--- src/rtl/stoplight_ctrl.sv ---
// Two-road intersection controller with parametrised phase timing and a latched pedestrian request.
// Optional pedestrian walk lamps are built when STOPLIGHT_PED_WALK_EN is defined.
module stoplight_ctrl #(
    parameter int unsigned CNT_W     = 8,
    parameter int unsigned GREEN_MIN = 16,
    parameter int unsigned YELLOW_T  = 4,
    parameter int unsigned RED_CLR   = 2,
    parameter int unsigned CROSS_T   = 12
) (
    input  logic clock,
    input  logic reset,
    input  logic Ped,
    output logic SigG,
    output logic SigY,
    output logic SigR,
    output logic XSigG,
    output logic XSigY,
    output logic XSigR,
    output logic ReqPend
`ifdef STOPLIGHT_PED_WALK_EN
    ,
    output logic Walk,
    output logic WalkFlash
`endif
);

    typedef enum logic [2:0] {
        ST_G  = 3'd0,
        ST_Y  = 3'd1,
        ST_R1 = 3'd2,
        ST_X  = 3'd3,
        ST_XY = 3'd4,
        ST_R2 = 3'd5
    } state_t;

    // Timer reload values (duration - 1) per phase.
    localparam logic [CNT_W-1:0] LD_G  = CNT_W'(GREEN_MIN - 1);
    localparam logic [CNT_W-1:0] LD_Y  = CNT_W'(YELLOW_T - 1);
    localparam logic [CNT_W-1:0] LD_R  = CNT_W'(RED_CLR - 1);
    localparam logic [CNT_W-1:0] LD_X  = CNT_W'(CROSS_T - 1);

    // Lamp vectors ordered {SigG, SigY, SigR, XSigG, XSigY, XSigR}.
    localparam logic [5:0] LAMP_G  = 6'b100_001;
    localparam logic [5:0] LAMP_Y  = 6'b010_001;
    localparam logic [5:0] LAMP_R  = 6'b001_001;
    localparam logic [5:0] LAMP_X  = 6'b001_100;
    localparam logic [5:0] LAMP_XY = 6'b001_010;

    state_t           state;
    state_t           next_state;
    logic [CNT_W-1:0] timer;
    logic [CNT_W-1:0] timer_nxt;
    logic             req_nxt;
    logic [5:0]       lamps_nxt;
    logic             timer_done;

    assign timer_done = (timer == '0);

    // State register plus timer, request latch and registered lamp outputs.
    always_ff @(posedge clock) begin
        if (reset) begin
            state   <= ST_G;
            timer   <= LD_G;
            ReqPend <= 1'b0;
            {SigG, SigY, SigR, XSigG, XSigY, XSigR} <= LAMP_G;
        end else begin
            state   <= next_state;
            timer   <= timer_nxt;
            ReqPend <= req_nxt;
            {SigG, SigY, SigR, XSigG, XSigY, XSigR} <= lamps_nxt;
        end
    end

    // Next-state, timer and request-latch logic.
    always_comb begin
        next_state = state;
        case (state)
            ST_G:    if (timer_done && (ReqPend || Ped)) next_state = ST_Y;
            ST_Y:    if (timer_done) next_state = ST_R1;
            ST_R1:   if (timer_done) next_state = ST_X;
            ST_X:    if (timer_done) next_state = ST_XY;
            ST_XY:   if (timer_done) next_state = ST_R2;
            ST_R2:   if (timer_done) next_state = ST_G;
            default: next_state = ST_G;
        endcase

        timer_nxt = timer;
        if (next_state != state) begin
            case (next_state)
                ST_G:         timer_nxt = LD_G;
                ST_Y, ST_XY:  timer_nxt = LD_Y;
                ST_X:         timer_nxt = LD_X;
                default:      timer_nxt = LD_R;
            endcase
        end else if (!timer_done) begin
            timer_nxt = timer - CNT_W'(1);
        end

        // Entering the crossing serves the request and wins over a same-cycle Ped.
        req_nxt = ReqPend;
        if (state == ST_R1 && next_state == ST_X) begin
            req_nxt = 1'b0;
        end else if (Ped && state != ST_X) begin
            req_nxt = 1'b1;
        end
    end

    // Lamp decode of the upcoming state, registered so lamps follow the state register.
    always_comb begin
        lamps_nxt = LAMP_R;
        case (next_state)
            ST_G:    lamps_nxt = LAMP_G;
            ST_Y:    lamps_nxt = LAMP_Y;
            ST_X:    lamps_nxt = LAMP_X;
            ST_XY:   lamps_nxt = LAMP_XY;
            default: lamps_nxt = LAMP_R;
        endcase
    end

`ifdef STOPLIGHT_PED_WALK_EN
    logic walk_nxt;
    logic flash_nxt;

    always_comb begin
        walk_nxt  = (next_state == ST_X);
        flash_nxt = 1'b0;
        if (next_state == ST_XY) begin
            flash_nxt = (state == ST_XY) ? ~WalkFlash : 1'b1;
        end
    end

    always_ff @(posedge clock) begin
        if (reset) begin
            Walk      <= 1'b0;
            WalkFlash <= 1'b0;
        end else begin
            Walk      <= walk_nxt;
            WalkFlash <= flash_nxt;
        end
    end
`endif

endmodule

--- config.mk ---
export PLATFORM = sky130hd
export DESIGN_NAME = stoplight_ctrl
export DESIGN_NICKNAME = d
export VERILOG_FILES = /design/src/rtl/stoplight_ctrl.sv
export SDC_FILE = /design/constraint.sdc
export NUM_CORES = 1
export LEC_CHECK = 0
export CELL_PAD_IN_SITES_DETAIL_PLACEMENT = 1
export CELL_PAD_IN_SITES_GLOBAL_PLACEMENT = 1
export CORE_MARGIN = 1
export CORE_UTILIZATION = 40
export CTS_CLUSTER_SIZE = 14
export DETAILED_ROUTE_END_ITERATION = 8
export PLACE_DENSITY_LB_ADDON = 0.1
export SETUP_SLACK_MARGIN = 0.1
export SYNTH_ARGS = -nofsm -noshare
export SYNTH_HDL_FRONTEND = slang
export SYNTH_SLANG_ARGS = --single-unit
--- constraint.sdc ---
create_clock -name clock -period 4.3 [get_ports clock]
set_input_delay 0.86 -clock clock [delete_from_list [all_inputs] [get_ports clock]]
set_output_delay 0.86 -clock clock [all_outputs]
set_load 0.02 [all_outputs]
# Word level (Yosys, flattened, before mapping)
# Index checks and enable logic that the tools add are counted.
[op_classes]
n_addsub = 1
n_eq_ne = 11
n_mux = 11
n_reduce_logical = 9
[op_table]
columns = ["operator", "count"]
rows = [
  ["one-hot mux 6 bit (4 select lines)", 1],
  ["2-to-1 mux 3 bit", 6],
  ["one-hot mux 3 bit (6 select lines)", 1],
  ["2-to-1 mux 8 bit", 2],
  ["one-hot mux 4 bit (3 select lines)", 1],
  ["== test 3 x 2 -> 1 bit, second input constant", 3],
  ["== test 3 bit, second input constant", 3],
  ["logical NOT 8 bit", 1],
  ["subtractor 8 x 1 -> 8 bit, second input constant", 1],
  ["== test 3 x 1 -> 1 bit, second input constant", 2],
  ["logical NOT 3 bit", 2],
  ["OR reduction 2 bit", 2],
  ["logical AND 1 bit", 3],
  ["!= test 3 x 2 -> 1 bit, second input constant", 1],
  ["!= test 3 bit", 1],
  ["!= test 2 x 1 -> 1 bit, second input constant", 1],
  ["logical OR 1 bit", 1],
]
[totals]
ff_bits = 18
input_bits = 3
out_inout_bits = 7
word_cells = 41

# Longest topological paths before layout
# Gate-level depths: netlist of run 1.
[logic_depth]
ltp_word = 8
mapped_depth = 7
ltp_nobuf = 6

# Worst setup path before layout of run 1
# OpenSTA, ideal clock, no wires.
[synth_path]
kind = "reg2reg"
from = "reg timer[0]"
to = "reg SigY"
setup_ps = 103
arrival_time_ps = 1683
required_ps = 4197
slack_ps = 2513
stages_incl_launch_ff = 8
path_buffers = 1
period_less_slack_ps = 1787
path_cell_list = "dfxtp_1 inv_1 ha_1 or3b_1 buf_2 nor3_4 o21ai_2 a2111oi_2"
[synth_between]
elab_chain_cells = 6
[synth_lines]
columns = ["element", "line", "source"]
rows = [
  ["start: declaration", "51", "logic [CNT_W-1:0] timer;"],
  ["start signal: assignment", "68", "timer <= timer_nxt;"],
  ["logical NOT 8 bit (*)", "57", "assign timer_done = (timer == '0);"],
  ["logical AND 1 bit", "78", "ST_G: if (timer_done && (ReqPend || Ped)) next_state = ST_Y;"],
  ["2-to-1 mux 3 bit", "78", ""],
  ["one-hot mux 3 bit (6 select lines) (*)", "77", "case (state)"],
  ["== test 3 bit (tied with other cells)", "111", "case (next_state)"],
  ["one-hot mux 6 bit (4 select lines) (*)", "111", ""],
  ["end signal: assignment", "70", "{SigG, SigY, SigR, XSigG, XSigY, XSigR} <= lamps_nxt;"],
  ["end: declaration", "14", "output logic SigY,"],
]
# Mark *: on every way between the ends. The rest lies on a longest branch, timed or not.
# A chain may end at the register's enable or synchronous reset.

# Worst setup path after layout of run 1
[layout_path]
from = "reg ReqPend"
to = "out ReqPend"
[layout_rtl]
columns = ["element", "line", "source"]
rows = [
  ["start: declaration", "19", "output logic ReqPend"],
  ["start signal: assignment", "69", "ReqPend <= req_nxt;"],
]
# No word-level cell between the ends.

==> results of run 1 <==
## where the power goes
| group | leakage (nW) | switching, mW | internal [mW] |
|---|---|---|---|
| logic | 0.168 | 0.00816 | 0.00760 |
| registers | 0.146 | 0.00414 | 0.170 |
| clock network | 0.0210 | 0.0510 | 0.0516 |
| total | 0.335 | 0.0633 | 0.229 |
## tightest hold or removal path, delay by kind of cell (launching register included)
kind | cells | cell delay (ps)
mux | 1 | 140
simple gates | 1 | 60
flops | 1 | 360
## cell families (layout without fill, tap and decap cells)
family,count (synthesis),in the layout,synth area share (%)
buf+inv,10,16,4.38
compound gates,24,24,19.4
fa+ha+maj,1,1,1.41
simple gates,39,39,26.9
flops,18,18,40.7
xor+xnor,5,5,4.95
mux,2,2,2.26
## per-stage QoR
stage          std cells  worst slack (ps)  hold slack (ps)
2_1_floorplan         99              2510              494
3_3_place_gp         128              1940              528
3_5_place_dp         128              1870              580
4_1_cts              132              2020              599
5_1_grt              132              1950              662
6_report             132              2040              597
## routing by layer
layer	global-route usage [%]	share of wire, %	wire (um)	vias up
met5	0	0	0	-
met3	5.92	3.3	70	2
li1	-	-	-	384
met1	26.5	48	1000	386
met2	32.6	48	1020	11
met4	4.41	0.38	8	0
## placed cells by master, fill, tap and decap left out, types with 2 or more instances in the layout
cell,instances
dfxtp_1,18
nor3_1,11
clkdlybuf4s50_1,9
a21oi_1,7
nand2_1,5
nand3_1,5
xnor2_1,4
inv_1,3
nor4_1,3
a211oi_1,3
or3_1,3
o21ai_0,3
clkbuf_4,3
a211o_1,2
nor2_1,2
nor2b_1,2
mux2i_1,2
## sequential cells by signal, summed over array words and instances (netlist names)
| register | flops |
|---|---|
| XSigR | 1 |
| ReqPend | 1 |
| state | 3 |
| SigR | 1 |
| timer | 8 |
| SigG | 1 |
| XSigY | 1 |
| XSigG | 1 |
| SigY | 1 |
## worst paths after layout
check                                            from  slack (ps)  cells after the start                    end
worst max-delay path             ReqPend$_SDFFE_PP0P_        2040                      1                ReqPend
worst min-delay path            timer[6]$_SDFFE_PP0P_         600                      2  timer[6]$_SDFFE_PP0P_
worst max register to register  timer[0]$_SDFFE_PP1P_        2140                      6        SigR$_SDFF_PP0_
worst min register to register  timer[6]$_SDFFE_PP0P_         600                      2  timer[6]$_SDFFE_PP0P_
## area by class of cell
| type | instances | area share, % |
|---|---|---|
| inverter | 3 | 1.11 |
| timing repair buffer | 9 | 8.86 |
| tap | 27 | 3.32 |
| sequential | 18 | 35.4 |
| clock buffer | 4 | 3.57 |
| multi-input combinational | 71 | 47.7 |
## Yosys cell counts, drive strengths merged (2+ instances only)
library cell   n  area (um2)
nand3          5        25.0
dfxtp         18         360
or4            2        18.8
clkbuf         5        18.8
a211o          2        17.5
nor2           3        18.8
nand2          5        18.8
buf            2        8.75
a211oi         3        22.5
nor3          12        71.3
inv            3        11.3
nor4           4        31.3
nor2b          2        12.5
or3            3        18.8
xnor2          4        35.0
o21ai          4        23.8
a21oi          7        35.0
mux2i          2        20.0
==> flow_metrics.py, run 1 <==
metrics = {
    "run_status": {
        "outcome": "complete, no violations",
    },
    "finish": {
        "layout-drive-gt1-share_pct": 9.52,
        "diodes": 0,
        "register_area_um2": 360,
        "n_fill_cell": 241,
        "finalNetCount": 110,
        "final_cell_area_um2": 1020,
        "fin_util_pct": 50.3,
        "multiInputGateArea_um2": 485,
        "syn2layout_area_growth_pct": 15.0,
    },
    "sta": {
        "fin_setup_tns_ps": 0,
        "fin_crit_sh_pct": 52.6,
        "skew_ps": 2.88,
        "hold_viol": 0,
        "fmax_mhz": 442,
        "rsz0062_at_grt": "no",
        "maxSlewViolCount": 0,
        "tightestPinTransition_ps": 726,
        "relSlewSlack_pct": 51.2,
        "setup-violations-final": 0,
        "period_minus_slack_ps": 2260,
    },
    "route": {
        "drt.antenna.violating_nets": 0,
        "route.detailed.drc": 0,
        "wirelength_um": 2100,
        "post_drt_wl_per_cell_um": 15.9,
        "firstDrtPassIters": 4,
        "routed-via-count": 783,
        "first_iter_violations": 10,
        "viasPerCell": 5.93,
    },
    "clock_tree": {
        "ctsResizeCount": 0,
        "cts_hold_repair.buffers": 0,
        "cts_tree": "yes",
        "insertion_delay_ps": 290,
        "cts-root-buf": "clkbuf_4",
        "cts.clk_slew.worst_paths_ps": 100,
        "htreeDepth": 1,
        "clk_path_buf_depth": 2,
        "clock_sinks": 18,
        "post_cts_buffers": 0,
        "cts_buffers": 3,
    },
    "worst_setup_path": {
        "worstPathArrival_ps": 1400,
        "cp_slowest_cell": "clkdlybuf4s50_1",
        "cp_max_fo": 7,
        "cp_slowest_stage_delay_ps": 650,
        "end_kind": "output port",
        "path_cells": "clkdlybuf4s50_1",
        "required_ps": 3440,
        "cp_top_family": "buffers and inverters",
        "path_class": "reg -> out",
        "worst-path-buf-inv": 1,
        "cp-start-kind": "flip-flop",
    },
    "global_routing": {
        "grt_pass1_vias": 816,
        "grt.total_usage_pct": 20.2,
        "grt_antenna_before_repair": 0,
        "grt-ovfl-total": 0,
        "grt_max_degree": 19,
        "grt_pass1_wl_um": 3760,
    },
    "synthesis": {
        "ys.flop_type": "dfxtp_1",
        "synth_cell_types": 37,
        "synth_warnings": 0,
        "async_flop_share_pct": 0,
        "ys_seq_area_share_pct": 40.7,
        "syn_avg_cell_area_um2": 8.94,
        "synth_seq_cells": 18,
        "synth_edf_count": 0,
        "synth_nets": 103,
        "synth_area_um2": 885,
        "postSynthCellCount": 99,
    },
    "die": {
        "chipWidth_um": 49.0,
        "ios": 10,
        "die_height_um": 49.0,
        "start_util_pct": 43.7,
        "row_count": 16,
        "dieArea_um2": 2400,
        "core_area_um2": 2020,
    },
    "placed_design": {
        "hpwl_um": 1510,
        "place_area_um2": 981,
        "port_buffers": 9,
        "gp_congestion": 0.793,
    },
    "power_and_ir_drop": {
        "p_leak_nw": 0.335,
        "power.total_mw": 0.292,
        "power_density_nw_per_um2": 287,
        "ir_drop_uv": 215,
    },
    "flow_run": {
        "cap_violations": 0,
    },
    "worst_hold_path": {
        "min_path_type": "reg -> reg",
    },
}
Note: power is estimated with default switching activity, not from simulation.
==> run 2, diff against run 1 <==
==> constraint.sdc (replaced) <==
create_clock -name clock -period 2.25 [get_ports clock]
set_input_delay 0.45 -clock clock [delete_from_list [all_inputs] [get_ports clock]]
set_output_delay 0.45 -clock clock [all_outputs]
set_load 0.02 [all_outputs]
==> run 2 against run 1 <==
Combinational power up 120%. Die area did not move. Clock skew increased by 5.8 ps. Via count is 2.0% higher. First-iteration DRC count unchanged. Register-to-register slack got worse by 1900 ps. Core utilization rose by 1.9 points. Largest power group unchanged.
==> flow_metrics.py, run 2 (synthesis results as in run 1) <==
metrics = {
    "placed_design": {
        "port_buffers": 9,
        "gp_congestion": 0.782,
        "post-place-ws_ps": 270,
        "placedCellCount": 133,
        "hpwl_um": 1610,
    },
    "worst_setup_path": {
        "cp_max_fo": 6,
        "path_class": "reg -> reg",
        "worstPathArrival_ps": 2200,
        "cp_slowest_stage_delay_ps": 530,
        "ff2ff_setup_slack_ps": 260,
        "end_kind": "flip-flop",
        "required_ps": 2450,
        "reg2reg_from": "timer[1]$_SDFFE_PP1P_",
        "cp_slowest_cell": "or3b_1",
        "r2r_end": "SigY$_SDFF_PP0_",
        "cp-start-kind": "flip-flop",
        "path_cells": "inv_1 > ha_1 > or3b_1 > nor3_4 > o21ai_2 > a2111oi_2",
        "reg2reg_depth": 6,
    },
    "sta": {
        "relSlewSlack_pct": 64.2,
        "hold_viol": 0,
        "period_minus_slack_ps": 1990,
        "fmax_mhz": 502,
        "setup_ws_ps": 257,
        "rsz0062_at_grt": "no",
        "tightestPinTransition_ps": 535,
        "maxSlewViolCount": 0,
        "skew_ps": 8.73,
        "fin_crit_sh_pct": 88.6,
        "fin_setup_tns_ps": 0,
        "setup-violations-final": 0,
    },
    "power_and_ir_drop": {
        "clkPwrFrac_pct": 35.5,
        "sequentialPowerShare_pct": 58.5,
        "netSwitchingFraction_pct": 22.5,
        "ir_drop_uv": 340,
        "internal_power_mw": 0.440,
        "power_density_nw_per_um2": 539,
        "p_leak_nw": 0.359,
        "switching_power_mw": 0.128,
        "power_frac_comb_pct": 6.0,
    },
    "finish": {
        "register_area_um2": 360,
        "finalNetCount": 115,
        "layout_common_cells": "18 x dfxtp_1, 11 x nor3_1, 9 x clkdlybuf4s50_1, 7 x a21oi_1",
        "largest_reg_flops": 8,
        "multiInputGateArea_um2": 485,
        "n_fill_cell": 249,
        "top_regs": "timer: 8 flops, state: 3 flops",
        "layout-drive-gt1-share_pct": 13.6,
        "diodes": 0,
        "largest_register": "timer",
        "layout_commonest_cell": "dfxtp_1",
        "syn2layout_area_growth_pct": 19.2,
        "stdcell_count": 137,
    },
    "run_status": {
        "outcome": "complete, no violations",
    },
    "flow_run": {
        "cap_violations": 0,
    },
    "clock_tree": {
        "cts_tree": "yes",
        "cts_buffers": 3,
        "cts_hold_repair.buffers": 0,
        "ctsResizeCount": 0,
        "post_cts_buffers": 0,
        "clock_sinks": 18,
        "clk_path_buf_depth": 2,
        "insertion_delay_ps": 300,
        "cts.clk_slew.worst_paths_ps": 110,
        "cts-root-buf": "clkbuf_4",
        "htreeDepth": 1,
    },
    "worst_hold_path": {
        "min_to": "timer[3]$_SDFFE_PP1P_",
        "worstHoldStart": "timer[3]$_SDFFE_PP1P_",
        "min_path_type": "reg -> reg",
        "min_path_cells": 2,
    },
    "die": {
        "ios": 10,
        "start_util_pct": 43.7,
        "chipWidth_um": 49.0,
        "die_height_um": 49.0,
        "dieArea_um2": 2400,
        "row_count": 16,
        "core_area_um2": 2020,
    },
    "route": {
        "post_drt_wl_per_cell_um": 16.0,
        "wirelength_um": 2190,
        "viasPerCell": 5.83,
        "firstDrtPassIters": 4,
        "first_iter_violations": 10,
        "routed-via-count": 799,
        "drt.antenna.violating_nets": 0,
        "route.detailed.drc": 0,
    },
    "global_routing": {
        "grt_antenna_before_repair": 0,
        "grt-ovfl-total": 0,
        "grt.total_usage_pct": 21.5,
        "grt_pass1_wl_um": 3970,
        "grt_pass1_vias": 859,
        "grt_max_degree": 17,
    },
}
run 2: how the worst max path moves through the flow:
stage	from	end	slack, ps	depth (start not counted)
4_1_cts	timer[1]$_SDFFE_PP1P_	SigY$_SDFF_PP0_	230	6
5_1_grt	timer[1]$_SDFFE_PP1P_	state[0]$_SDFF_PP0_	140	6
3_5_place_dp	Ped	timer[0]$_SDFFE_PP1P_	270	5
2_1_floorplan	timer[0]$_SDFFE_PP1P_	SigY$_SDFF_PP0_	460	7
3_3_place_gp	timer[1]$_SDFFE_PP1P_	SigY$_SDFF_PP0_	280	6
6_report	timer[1]$_SDFFE_PP1P_	SigY$_SDFF_PP0_	260	6
run 2: layer usage:
layer  global-route usage (%)  routed length [um]  vias to the layer above
met5                        0                   0                        -
met4                     2.45                  14                        0
met3                     7.17                  93                        4
met2                     36.3                1040                       15
met1                     27.3                1040                      386
li1                         -                   -                      394
run 2: critical path: cells and delay by family, from the launching register on:
family | cells | cell delay [ps]
AND/OR/NAND/NOR | 2 | 820
AO/OA/AOI/OAI | 2 | 430
flip-flops | 1 | 360
adder cells (fa/ha/maj) | 1 | 230
buffers and inverters | 1 | 60
run 2: layout make-up:
class	instances	share of cell area, %
multi-input cells	71	46.0
flip-flops and latches	18	34.2
repair buffers	14	12.1
clock buffers	4	3.44
well taps	27	3.20
inverters	3	1.07
run 2: power groups by stage:
stage / Clock [mW] / Combinational, mW / Sequential (mW)
2_1_floorplan: 0 / 0.0184 / 0.339
3_3_place_gp: 0 / 0.0329 / 0.339
3_5_place_dp: 0 / 0.0346 / 0.339
4_1_cts: 0.210 / 0.0345 / 0.332
5_1_grt: 0.230 / 0.0381 / 0.333
6_report: 0.202 / 0.0341 / 0.332
run 2: stage by stage:
step / utilization (%) / total power [mW] / hold WS, ps / instance area, um2
3_3_place_gp: 50.4 / 0.372 / 525 / 1020
6_report: 52.2 / 0.568 / 564 / 1050
5_1_grt: 52.2 / 0.602 / 633 / 1050
2_1_floorplan: - / 0.357 / 494 / 885
3_5_place_dp: 50.4 / 0.374 / 545 / 1020
4_1_cts: 52.2 / 0.576 / 573 / 1050
==> run 3, diff against run 2 <==
--- a/config.mk
+++ b/config.mk
@@ -12,6 +12,7 @@
 export CTS_CLUSTER_SIZE = 14
 export DETAILED_ROUTE_END_ITERATION = 8
 export PLACE_DENSITY_LB_ADDON = 0.1
+export RECOVER_POWER = 50
 export SETUP_SLACK_MARGIN = 0.1
 export SYNTH_ARGS = -nofsm -noshare
 export SYNTH_HDL_FRONTEND = slang
==> run 3 against run 2 <==
Power increased by 0.40%. Critical path type unchanged. Core utilization unchanged. Hold slack improved by 1.7 ps. Clock power about the same. Register-to-register slack about the same. Sequential share of layout area unchanged. Maximum frequency decreased by 0.25%. Setup slack got worse by 5.1 ps. Flip-flop and latch count unchanged. Critical path depth unchanged. Largest power group unchanged.
==> flow_metrics.py, run 3 (synthesis results as in run 1) <==
metrics = {
    "worst_hold_path": {
        "min_path_type": "reg -> reg",
        "min_path_cells": 2,
        "min_to": "timer[3]$_SDFFE_PP1P_",
        "worstHoldStart": "timer[3]$_SDFFE_PP1P_",
    },
    "clock_tree": {
        "clock_sinks": 18,
        "post_cts_buffers": 0,
        "cts.clk_slew.worst_paths_ps": 110,
        "cts_buffers": 3,
        "insertion_delay_ps": 300,
        "htreeDepth": 1,
        "clk_path_buf_depth": 2,
        "cts-root-buf": "clkbuf_4",
        "cts_tree": "yes",
        "ctsResizeCount": 0,
        "cts_hold_repair.buffers": 0,
    },
    "power_and_ir_drop": {
        "sequentialPowerShare_pct": 58.2,
        "switching_power_mw": 0.130,
        "power_frac_comb_pct": 6.0,
        "netSwitchingFraction_pct": 22.8,
        "internal_power_mw": 0.440,
        "ir_drop_uv": 345,
        "p_leak_nw": 0.367,
        "clkPwrFrac_pct": 35.8,
        "power.total_mw": 0.570,
        "power_density_nw_per_um2": 541,
    },
    "sta": {
        "relSlewSlack_pct": 64.6,
        "fmax_mhz": 500,
        "skew_ps": 10.0,
        "period_minus_slack_ps": 2000,
        "hold_viol": 0,
        "fin_crit_sh_pct": 88.8,
        "fin_setup_tns_ps": 0,
        "setup-violations-final": 0,
        "maxSlewViolCount": 0,
        "rsz0062_at_grt": "no",
        "tightestPinTransition_ps": 530,
    },
    "placed_design": {
        "port_buffers": 9,
        "hpwl_um": 1610,
        "gp_congestion": 0.782,
    },
    "global_routing": {
        "grt.total_usage_pct": 21.5,
        "grt_pass1_vias": 859,
        "grt_antenna_before_repair": 0,
        "grt-ovfl-total": 0,
        "grt_pass1_wl_um": 3970,
        "grt_max_degree": 17,
        "met1_usage_pct": 27.3,
        "use_met2_pct": 36.3,
        "grtUsageMet3_pct": 7.17,
        "grt-busiest-layer": "met2",
    },
    "run_status": {
        "outcome": "complete, no violations",
    },
    "route": {
        "post_drt_wl_per_cell_um": 15.8,
        "viasPerCell": 5.87,
        "first_iter_violations": 8,
        "drt.antenna.violating_nets": 0,
        "routed-via-count": 804,
        "route.detailed.drc": 0,
        "firstDrtPassIters": 4,
        "wirelength_um": 2170,
    },
    "die": {
        "dieArea_um2": 2400,
        "start_util_pct": 43.7,
        "chipWidth_um": 49.0,
        "core_area_um2": 2020,
        "ios": 10,
        "row_count": 16,
        "die_height_um": 49.0,
    },
    "worst_setup_path": {
        "path_class": "reg -> reg",
        "cp-start-kind": "flip-flop",
        "reg2reg_from": "timer[1]$_SDFFE_PP1P_",
        "ff2ff_setup_slack_ps": 250,
        "r2r_end": "SigY$_SDFF_PP0_",
        "cp_max_fo": 6,
        "worstPathArrival_ps": 2210,
        "reg2reg_depth": 6,
        "required_ps": 2460,
        "end_kind": "flip-flop",
    },
    "finish": {
        "syn2layout_area_growth_pct": 19.2,
        "top_regs": "timer: 8 flops, state: 3 flops",
        "layout_common_cells": "18 x dfxtp_1, 11 x nor3_1, 7 x a21oi_1, 6 x dlygate4sd3_1",
        "layout-drive-gt1-share_pct": 13.6,
        "largest_reg_flops": 8,
        "finalNetCount": 115,
        "diodes": 0,
        "layout_commonest_cell": "dfxtp_1",
        "largest_register": "timer",
    },
    "flow_run": {
        "cap_violations": 0,
    },
}
run 3: changes by cell type in the layout (fill, tap and decap cells not counted):
| cell | before | now |
|---|---|---|
| a21boi_1 | 1 | 0 |
| a21boi_0 | 0 | 1 |
| clkdlybuf4s50_1 | 9 | 3 |
| dlygate4sd3_1 | 0 | 6 |
run 3: worst max path at each step:
stage | from | to | slack [ps]
2_1_floorplan | timer[0]$_SDFFE_PP1P_ | SigY$_SDFF_PP0_ | 460
3_3_place_gp | timer[1]$_SDFFE_PP1P_ | SigY$_SDFF_PP0_ | 280
3_5_place_dp | Ped | timer[0]$_SDFFE_PP1P_ | 270
4_1_cts | timer[1]$_SDFFE_PP1P_ | SigY$_SDFF_PP0_ | 230
5_1_grt | timer[1]$_SDFFE_PP1P_ | state[0]$_SDFF_PP0_ | 140
6_report | timer[1]$_SDFFE_PP1P_ | SigY$_SDFF_PP0_ | 250
run 3: layout make-up:
class	count	area [um2]
timing repair buffer	14	128
multi-input combinational	71	485
sequential	18	360
clock buffer	4	36.3
fill	249	967
tap	27	33.8
inverter	3	11.3
run 3: critical path: stages, from the launching register on:
cell and delay [ps]:
dfxtp_1 360, inv_1 60, ha_1 230, or3b_1 530, nor3_4 290, o21ai_2 90, a2111oi_2 340
run 3: routing by layer:
| metal | part of all wire [%] | wire (um) | up-vias |
|---|---|---|---|
| met5 | 0 | 0 | - |
| met4 | 0.65 | 14 | 0 |
| met3 | 4.2 | 90 | 4 |
| met2 | 48 | 1040 | 13 |
| met1 | 47 | 1020 | 390 |
| li1 | - | - | 397 |
run 3: power groups by stage:
| stage | clock network [mW] | logic, mW | registers [mW] |
|---|---|---|---|
| 2_1_floorplan | 0 | 0.0184 | 0.339 |
| 3_3_place_gp | 0 | 0.0329 | 0.339 |
| 3_5_place_dp | 0 | 0.0346 | 0.339 |
| 4_1_cts | 0.210 | 0.0345 | 0.332 |
| 5_1_grt | 0.230 | 0.0381 | 0.333 |
| 6_report | 0.204 | 0.0341 | 0.332 |
run 3: metrics by stage:
step | cells | setup WS, ps | cell area (um2) | hold slack (ps) | utilization [%]
after floorplan | 99 | 463 | 885 | 494 | -
after global placement | 133 | 283 | 1020 | 525 | 50.4
after CTS | 137 | 234 | 1050 | 573 | 52.2
final | 137 | 252 | 1050 | 565 | 52.2
after global routing | 137 | 140 | 1050 | 633 | 52.2
after detailed placement | 133 | 270 | 1020 | 545 | 50.4
